$ cat src/rtl/reg_dump_tx.sv
// Register-file readback sequencer: walks addresses 0..NUM_REGS-1, captures each word and
// streams it MSB byte first over valid/ready. Optional trailing XOR checksum: REG_DUMP_CHECKSUM_EN.
module reg_dump_tx #(
  parameter int NUM_REGS = 32,
  parameter int ADDR_W   = 5,
  parameter int DATA_W   = 32,
  parameter int RD_LAT   = 1
) (
  input  logic              clk,
  input  logic              reset,
  input  logic              start,
  output logic [ADDR_W-1:0] rd_addr,
  input  logic [DATA_W-1:0] rd_data,
  output logic [7:0]        tx_byte,
  output logic              tx_valid,
  input  logic              tx_ready,
  output logic              busy,
  output logic              done,
  output logic [2:0]        state_dbg
);

  localparam int NBYTES = DATA_W / 8;
  localparam int BI_W   = (NBYTES > 1) ? $clog2(NBYTES) : 1;

  localparam logic [2:0] S_IDLE = 3'd0;
  localparam logic [2:0] S_WAIT = 3'd1;
  localparam logic [2:0] S_SEND = 3'd2;
  localparam logic [2:0] S_NEXT = 3'd3;
  localparam logic [2:0] S_FIN  = 3'd4;
`ifdef REG_DUMP_CHECKSUM_EN
  localparam logic [2:0] S_CSUM = 3'd5;
  logic [7:0] csum;
`endif

  logic [2:0]        state;
  logic [DATA_W-1:0] shreg;
  logic [BI_W-1:0]   bidx;
  logic [1:0]        wcnt;

  // Handshake: a byte moves on any rising edge where tx_valid && tx_ready; once raised,
  // tx_valid and tx_byte hold unchanged until that edge.
`ifdef REG_DUMP_CHECKSUM_EN
  assign tx_valid = (state == S_SEND) || (state == S_CSUM);
`else
  assign tx_valid = (state == S_SEND);
`endif
  assign tx_byte   = shreg[DATA_W-1 -: 8];
  assign busy      = (state != S_IDLE);
  assign done      = (state == S_FIN);
  assign state_dbg = state;

  // rd_data is sampled on the RD_LAT-th rising edge after rd_addr takes its new value.
  always_ff @(posedge clk) begin
    if (reset) begin
      state   <= S_IDLE;
      rd_addr <= '0;
      shreg   <= '0;
      bidx    <= '0;
      wcnt    <= '0;
`ifdef REG_DUMP_CHECKSUM_EN
      csum    <= '0;
`endif
    end else begin
      case (state)
        S_IDLE: begin
          if (start) begin
            rd_addr <= '0;
            wcnt    <= '0;
            bidx    <= '0;
`ifdef REG_DUMP_CHECKSUM_EN
            csum    <= '0;
`endif
            state   <= S_WAIT;
          end
        end
        S_WAIT: begin
          if (wcnt == 2'(RD_LAT - 1)) begin
            shreg <= rd_data;
            wcnt  <= '0;
            state <= S_SEND;
          end else begin
            wcnt <= wcnt + 2'd1;
          end
        end
        S_SEND: begin
          if (tx_ready) begin
            shreg <= shreg << 8;
`ifdef REG_DUMP_CHECKSUM_EN
            csum  <= csum ^ shreg[DATA_W-1 -: 8];
`endif
            if (bidx == BI_W'(NBYTES - 1)) begin
              bidx  <= '0;
              state <= S_NEXT;
            end else begin
              bidx <= bidx + BI_W'(1);
            end
          end
        end
        S_NEXT: begin
          if (rd_addr == ADDR_W'(NUM_REGS - 1)) begin
`ifdef REG_DUMP_CHECKSUM_EN
            // Park the checksum in the top byte so it leaves through the normal tx_byte path.
            shreg <= {csum, {(DATA_W-8){1'b0}}};
            state <= S_CSUM;
`else
            state <= S_FIN;
`endif
          end else begin
            rd_addr <= rd_addr + ADDR_W'(1);
            wcnt    <= '0;
            state   <= S_WAIT;
          end
        end
`ifdef REG_DUMP_CHECKSUM_EN
        S_CSUM: begin
          if (tx_ready) state <= S_FIN;
        end
`endif
        S_FIN:   state <= S_IDLE;
        default: state <= S_IDLE;
      endcase
    end
  end

endmodule
$ cat config.mk
export PLATFORM = sky130hd
export DESIGN_NAME = reg_dump_tx
export DESIGN_NICKNAME = d
export VERILOG_FILES = /design/src/rtl/reg_dump_tx.sv
export SDC_FILE = /design/constraint.sdc
export NUM_CORES = 1
export LEC_CHECK = 0
export CAP_MARGIN = 20
export CORE_ASPECT_RATIO = 2
export CORE_MARGIN = 4
export CORE_UTILIZATION = 53
export DETAILED_ROUTE_END_ITERATION = 8
export MAX_ROUTING_LAYER = met4
export PLACE_DENSITY = 0.85
export SYNTH_ARGS = -nofsm -noshare
export SYNTH_HDL_FRONTEND = slang
export SYNTH_SLANG_ARGS = --single-unit
$ cat constraint.sdc
create_clock -name clk -period 2.7 [get_ports clk]
set_input_delay 0.54 -clock clk [delete_from_list [all_inputs] [get_ports clk]]
set_output_delay 0.54 -clock clk [all_outputs]
set_load 0.02 [all_outputs]
After elaboration in Yosys (flattened, before gate mapping) --
Index checks and enable logic that the tools add are counted.
Cells by class: $add $sub $neg 3, eq/ne operators 11, muxes and demuxes 19, reduce and logical (&&, ||, !) cells 12
Operators by type and width (count):
- 32-bit two-way mux | 2
- 32-bit one-hot mux with 2 select lines | 1
- 3-bit two-way mux | 5
- 3-bit one-hot mux with 4 select lines | 1
- 3-bit AND reduction | 4
- 2-bit two-way mux | 5
- 5-bit two-way mux | 2
- 5-bit one-hot mux with 2 select lines | 1
- 3-bit by 2-bit equality test with 1-bit output, second input constant | 2
- 2-bit != test, second input constant | 3
- 2-bit one-hot mux with 3 select lines | 1
- 2-bit nonzero test | 3
- 3-bit nonzero test | 2
- 5-bit by 1-bit adder with 5-bit output, second input constant | 1
- 5-bit equality test, second input constant | 1
- 2-bit by 1-bit adder with 2-bit output, second input constant | 2
- 2-bit by 1-bit != test with 1-bit output, second input constant | 2
- 2-bit one-hot mux with 2 select lines | 1
- 4-bit AND reduction | 1
- 3-bit by 1-bit equality test with 1-bit output, second input constant | 1
- 3-bit equality test, second input constant | 1
- 3-bit logical NOT | 1
- 2-bit equality test, second input constant | 1
- 2-bit logical NOT | 1
Word-level totals: register bits after elaboration 44, input port bits 36, output and inout port bits 19, logic and storage cells 50

Logic depth before layout (Yosys ltp) --
Gate-level depths: netlist of run 1.
depth after elaboration 4, depth in mapped cells 7, depth with buffers taken out 6

Worst setup path before layout of run 1 --
OpenSTA, ideal clock, no wires.
kind flip-flop to flip-flop, from register rd_addr[0], to register rd_addr[2], setup time 75 ps, arrival 1860 ps, data required time 2625 ps, path slack 765 ps, stages on the path, launching flop included 8, path buffers 1, clock period less this slack 1935 ps, cell sequence dfxtp_1 ha_1 and3_1 ha_1 nand4bb_1 clkbuf_1 or3b_1 a31oi_1
Between the ends: cells in the longest elaborated chain, start to end 3, elaborated cells on any way between the ends 6, those cells by class add/sub (1); eq/ne (2); mux (2); reduce/logical (1)
RTL lines:
- start, declared | RTL line 12 | output logic [ADDR_W-1:0] rd_addr,
- start signal, assigned | RTL line 109 | rd_addr <= rd_addr + ADDR_W'(1);
- 5-bit by 1-bit adder with 5-bit output / 5-bit equality test (equally long branches) | RTL line 109, 100
- 5-bit two-way mux / 2-bit != test (equally long branches)
- 5-bit one-hot mux with 2 select lines / 3-bit AND reduction (equally long branches)
Parallel ways exist; a longest one is shown, timed or not. The select of a mux whose other input is x is not followed. A chain may end at the register's enable or synchronous reset.

Final worst setup path of run 1 --
from register state[2], in the netlist state_dbg[2], to output tx_valid
Between the ends: cells in the longest elaborated chain, start to end 1
RTL lines:
- start, declared | RTL line 35 | logic [2:0] state;
- start signal, assigned | RTL line 55 | state <= S_IDLE;
- start signal, assigned | RTL line 73 | state <= S_WAIT;
- start signal, assigned | RTL line 80 | state <= S_SEND;
- 3-bit by 2-bit equality test with 1-bit output | RTL line 45 | assign tx_valid = (state == S_SEND);
- end, declared | RTL line 15 | output logic tx_valid,
No other way between the ends.

==> results of run 1 <==
## metrics by stage
step	cells	hold slack (ns)
2_1_floorplan	269	0.444
3_3_place_gp	346	0.451
3_5_place_dp	346	0.460
4_1_cts	354	0.470
5_1_grt	354	0.492
6_report	354	0.466
## power by group through the flow
stage                     clock [mW]  combinational, mW  sequential [mW]
after global placement             0              0.328            0.744
after detailed placement           0              0.335            0.748
after global routing           0.530              0.370            0.738
after CTS                      0.502              0.336            0.732
after floorplan                    0              0.235            0.742
final                          0.499              0.334            0.733
## cell type report
class / instances / share of cell area (%)
timing repair buffer: 63 / 21.6
inverter: 5 / 0.712
sequential: 44 / 31.3
tap: 52 / 2.31
multi-input combinational: 182 / 40.2
clock buffer: 6 / 2.58
clock inverter: 2 / 1.25
## layer usage
metal	global-route usage [%]	share of wire (%)	vias up	wire (um)
li1	-	-	1033	-
met1	23.8	37	1009	2010
met2	39.4	56	62	3030
met3	3.86	4.8	10	259
met4	8.66	1.6	0	85
met5	-	0	-	0
## cells by family (layout without fill, tap and decap cells)
kind of cell,Yosys count,after routing
simple gates,118,118
compound gates,57,57
flops,44,44
buf+inv,43,76
fa+ha+maj,5,5
mux,2,2
## final timing paths
path	to	slack (ns)	cells after the start
worst max register to register	rd_addr[2]	0.60	6
worst min register to register	shreg[6]	0.47	2
worst max-delay path	tx_valid	0.31	3
worst min-delay path	shreg[6]	0.47	2
## sequential cells by signal, summed over array words and instances (netlist names)
signal	flops
rd_addr	5
bidx	2
shreg	32
state_dbg	3
wcnt	2
## cells in the mapped netlist (all sizes together), types with 3 or more instances
master	n	area [um2]
a311oi	24	210
buf	23	165
o211ai	8	60.1
nand3b	3	22.5
clkbuf	15	56.3
nor3	25	125
nand3	16	80.1
ha	5	62.6
nand2	52	198
dfxtp	44	881
a21oi	14	77.6
o31ai	4	30.0
inv	4	15.0
## critical path, stage by stage, from the launching register on
cell and delay [ns]:
dfxtp_1 0.41, or3b_1 0.45, clkinv_2 0.07, clkdlybuf4s50_1 0.62
==> flow_metrics.env, run 1 <==
export IMPL_synthMuxAreaShare_pct=0.895
export IMPL_grt_overflow_total=0
export IMPL_drt_initial_drc_count=26
export IMPL_regArea_um2=881
export IMPL_finClkSkew_ns=0.00549
export IMPL_finalWorstSetupSlack_ns=0.311
export IMPL_ios=55
export IMPL_final_setup_tns_ns=0
export IMPL_root_buffer="clkbuf_8"
export IMPL_power_mw=1.57
export IMPL_synth_distinct_cells=40
export IMPL_rows=33
export IMPL_cts_sinks=44
export IMPL_clock_latency_ns=0.30
export IMPL_path_clk_slew_ns=0.08
export IMPL_grt_pass1_wl_mm=8.93
export IMPL_synthArstFlopShare_pct=0
export IMPL_rsz0062_at_grt="no"
export IMPL_finalHoldViolations=0
export IMPL_synth_xor_area_share_pct=0
export IMPL_ant_nets=0
export IMPL_cts_buffer_depth=2
export IMPL_crit_arrival_ns=1.85
export IMPL_post_cts_setup_buffers=0
export IMPL_ys_seq_area_share_pct=39.4
export IMPL_min_period_over_period_pct=88.5
export IMPL_n_antenna_cell=0
export IMPL_ys_warn_count=0
export IMPL_place_congestion=0.800
export IMPL_worstHoldStart="shreg[6]"
export IMPL_grt_usage_pct=22.5
export IMPL_grt_max_degree=41
export IMPL_hold_path_class="reg2reg"
export IMPL_syn_inst=269
export IMPL_grt_pass1_vias=2025
export IMPL_cts_buffers=5
export IMPL_num_vias=2114
export IMPL_antenna_found_initial=0
export IMPL_fmax_ghz=0.419
export IMPL_place_ws_ns=0.442
export IMPL_outcome="completed"
export IMPL_synth_edf_count=0
export IMPL_start_kind="flip-flop"
export IMPL_maxSlewHeadroom_pct=70.5
export IMPL_dpl_instance_area_um2=2700
export IMPL_cts_repair_resized=0
export IMPL_worstPathRequired_ns=2.16
export IMPL_setup_violations_final=0
export IMPL_utilization_pct=68.8
export IMPL_ctsHoldBuffers=0
export IMPL_powerDensity_nw_per_um2=557
export IMPL_cts_tree="yes"
export IMPL_ir_worst_vdd_v=0.000414
export IMPL_synthToLayoutAreaGrowth_pct=25.7
export IMPL_wl_per_cell_um=15.2
export IMPL_synthAdderAreaFrac_pct=2.80
export IMPL_fin_nets=342
export IMPL_final_area_um2=2810
export IMPL_p_int_mw=1.14
export IMPL_switching_share_pct=27.3
export IMPL_synth_top_family_by_area="simple AND/OR/NAND/NOR gates"
export IMPL_remaining_drc_errors=0
export IMPL_die_area_um2=5390
export IMPL_vias_per_cell=5.97
export IMPL_worstPathMaxFanout=8
export IMPL_drive_above_1_share_pct=7.62
export IMPL_clockPowerShare_pct=31.9
export IMPL_die_w_um=53.9
export IMPL_dr_pass1_iters=6
export IMPL_mostFrequentLayoutCells="54 x clkdlybuf4s50_1, 51 x nand2_1, 44 x dfxtp_1, 25 x nor3_1, 24 x a311oi_1"
export IMPL_synth_simple_area_share_pct=26.8
export IMPL_worstSetupPathType="reg2out"
export IMPL_period_minus_slack_ns=2.39
export IMPL_switchingPower_mw=0.427
export IMPL_coreArea_um2=4090
export IMPL_initial_core_util_pct=54.7
export IMPL_crit_start="state_dbg[2]"
export IMPL_syn_num_nets=310
export IMPL_maxCapViolCount=0
export IMPL_seq_power_share_pct=46.8
export IMPL_num_fill_cells=325
export IMPL_avgSynthCellArea_um2=8.32
export IMPL_ys_flop_type="dfxtp_1"
export IMPL_syn_area_um2=2240
export IMPL_tightest_slew_ns=0.441
export IMPL_hpwl_mm=3.78
export IMPL_final_common_cell="clkdlybuf4s50_1"
export IMPL_maxSlewViolCount=0
export IMPL_r2r_start="rd_addr[0]"
export IMPL_synth_compound_area_share_pct=19.4
export IMPL_multiInputGateArea_um2=1130
export IMPL_io_buffers=54
export IMPL_ys_ff_latch=44
export IMPL_endpoint_kind="primary output"
export IMPL_leakagePower_nw=0.992
export IMPL_die_h_um=99.9
export IMPL_p_comb_share_pct=21.3
export IMPL_htreeDepth=2
export IMPL_drt_wl_total_mm=5.39
(Power assumes the default switching activity.)
==> run 2, diff against run 1 <==
--- a/config.mk
+++ b/config.mk
@@ -10,7 +10,6 @@
 export CORE_MARGIN = 4
 export CORE_UTILIZATION = 53
 export DETAILED_ROUTE_END_ITERATION = 8
-export MAX_ROUTING_LAYER = met4
 export PLACE_DENSITY = 0.85
 export SYNTH_ARGS = -nofsm -noshare
 export SYNTH_HDL_FRONTEND = slang
==> constraint.sdc (replaced) <==
create_clock -name clk -period 2.8 [get_ports clk]
set_input_delay 0.56 -clock clk [delete_from_list [all_inputs] [get_ports clk]]
set_output_delay 0.56 -clock clk [all_outputs]
set_load 0.02 [all_outputs]
==> flow_metrics.env, run 2 (synthesis gave the netlist of run 1 again) <==
export IMPL_period_minus_slack_ns=2.32
export IMPL_maxCapViolCount=0
export IMPL_drt_initial_drc_count=43
export IMPL_final_common_cell="clkdlybuf4s50_1"
export IMPL_finalHoldViolations=0
export IMPL_wl_per_cell_um=15.1
export IMPL_cts_tree="yes"
export IMPL_clockPowerShare_pct=35.3
export IMPL_io_buffers=54
export IMPL_seq_power_share_pct=44.4
export IMPL_p_comb_share_pct=20.3
export IMPL_post_cts_setup_buffers=0
export IMPL_fmax_ghz=0.430
export IMPL_final_setup_tns_ns=0
export IMPL_cts_repair_resized=0
export IMPL_regArea_um2=881
export IMPL_cts_buffer_depth=2
export IMPL_ant_nets=0
export IMPL_p_int_mw=1.18
export IMPL_hold_path_class="reg2reg"
export IMPL_remaining_drc_errors=0
export IMPL_num_vias=2053
export IMPL_switchingPower_mw=0.404
export IMPL_ir_worst_vdd_v=0.000530
export IMPL_cts_sinks=44
export IMPL_antenna_found_initial=0
export IMPL_grt_overflow_total=0
export IMPL_htreeDepth=2
export IMPL_tightest_slew_ns=0.469
export IMPL_mostFrequentLayoutCells="54 x clkdlybuf4s50_1, 51 x nand2_1, 44 x dfxtp_1, 25 x nor3_1, 24 x a311oi_1"
export IMPL_worstSetupPathType="reg2out"
export IMPL_clock_latency_ns=0.29
export IMPL_start_kind="flip-flop"
export IMPL_vias_per_cell=5.83
export IMPL_final_area_um2=2830
export IMPL_worstPathRequired_ns=2.24
export IMPL_maxSlewViolCount=0
export IMPL_rsz0062_at_grt="no"
export IMPL_rows=33
export IMPL_root_buffer="clkbuf_8"
export IMPL_drt_wl_total_mm=5.33
export IMPL_ctsHoldBuffers=0
export IMPL_ios=55
export IMPL_fin_nets=341
export IMPL_dpl_instance_area_um2=2700
export IMPL_leakagePower_nw=0.997
export IMPL_dp_cells=345
export IMPL_num_fill_cells=335
export IMPL_multiInputGateArea_um2=1130
export IMPL_finClkSkew_ns=0.00510
export IMPL_worstPathMaxFanout=9
export IMPL_n_antenna_cell=0
export IMPL_synthToLayoutAreaGrowth_pct=26.3
export IMPL_path_clk_slew_ns=0.08
export IMPL_cts_buffers=5
export IMPL_coreArea_um2=4090
export IMPL_switching_share_pct=25.5
export IMPL_initial_core_util_pct=54.7
export IMPL_regMostFlops="shreg"
export IMPL_powerDensity_nw_per_um2=562
export IMPL_setup_violations_final=0
export IMPL_grt_usage_pct=21.6
export IMPL_drive_above_1_share_pct=7.33
export IMPL_hpwl_mm=3.68
export IMPL_maxSlewHeadroom_pct=68.8
export IMPL_grt_pass1_wl_mm=8.74
export IMPL_die_w_um=53.9
export IMPL_largest_reg_flops=32
export IMPL_grt_max_degree=45
export IMPL_outcome="completed"
export IMPL_crit_arrival_ns=1.76
export IMPL_die_area_um2=5390
export IMPL_grt_pass1_vias=1968
export IMPL_endpoint_kind="primary output"
export IMPL_place_congestion=0.789
export IMPL_dr_pass1_iters=4
export IMPL_min_period_over_period_pct=83.0
export IMPL_fin_cells=352
export IMPL_die_h_um=99.9
-- run 2: cell types whose count changed in the layout (fill, tap and decap cells not counted), sizes merged --
cell,before,now
buf,9,8
bufinv,1,2
clkbuf,6,5
clkinv,2,1
-- run 2: per-layer routing --
metal | up-vias | share of wire [%] | GRT usage (%)
met5 | - | 0 | 0
met4 | 0 | 2.6 | 8.46
met3 | 10 | 4.2 | 5.50
met2 | 50 | 55 | 37.7
met1 | 958 | 39 | 23.9
li1 | 1035 | - | -
-- run 2: final cells by class --
| class | count | share of cell area, % |
|---|---|---|
| Tap cell | 52 | 2.30 |
| Inverter | 5 | 0.709 |
| Sequential cell | 44 | 31.2 |
| Multi-Input combinational cell | 182 | 40.0 |
| Clock buffer | 5 | 2.44 |
| Clock inverter | 2 | 2.13 |
| Timing Repair Buffer | 62 | 21.3 |
-- run 2: path summary, 6_finish.rpt --
path                 from          to  slack [ns]  cells after the start
max reg2reg    rd_addr[0]  rd_addr[2]        0.66                      6
min reg2reg      shreg[2]    shreg[2]        0.47                      2
max          state_dbg[0]    tx_valid        0.48                      3
min              shreg[2]    shreg[2]        0.47                      2
-- run 2: power groups by stage --
stage	registers [mW]	logic [mW]	clock network, mW
global route	0.710	0.354	0.596
CTS	0.705	0.324	0.565
detailed placement	0.719	0.323	0
global placement	0.717	0.316	0
finish	0.705	0.323	0.560
floorplan	0.715	0.227	0
-- run 2: metrics by stage --
stage	total power, mW	setup WS [ns]	hold WS [ns]	util [%]
4_1_cts	1.59	0.462	0.477	69.1
5_1_grt	1.66	0.406	0.506	69.1
3_3_place_gp	1.03	0.392	0.451	66.0
3_5_place_dp	1.04	0.348	0.464	66.0
6_report	1.59	0.476	0.475	69.1
2_1_floorplan	0.942	0.865	0.444	-
-- run 2: worst max-delay path, stage by stage (launching register included) --
cell,delay (ns)
dfxtp_1,0.37
or3b_1,0.41
clkinv_2,0.09
clkdlybuf4s50_1,0.60
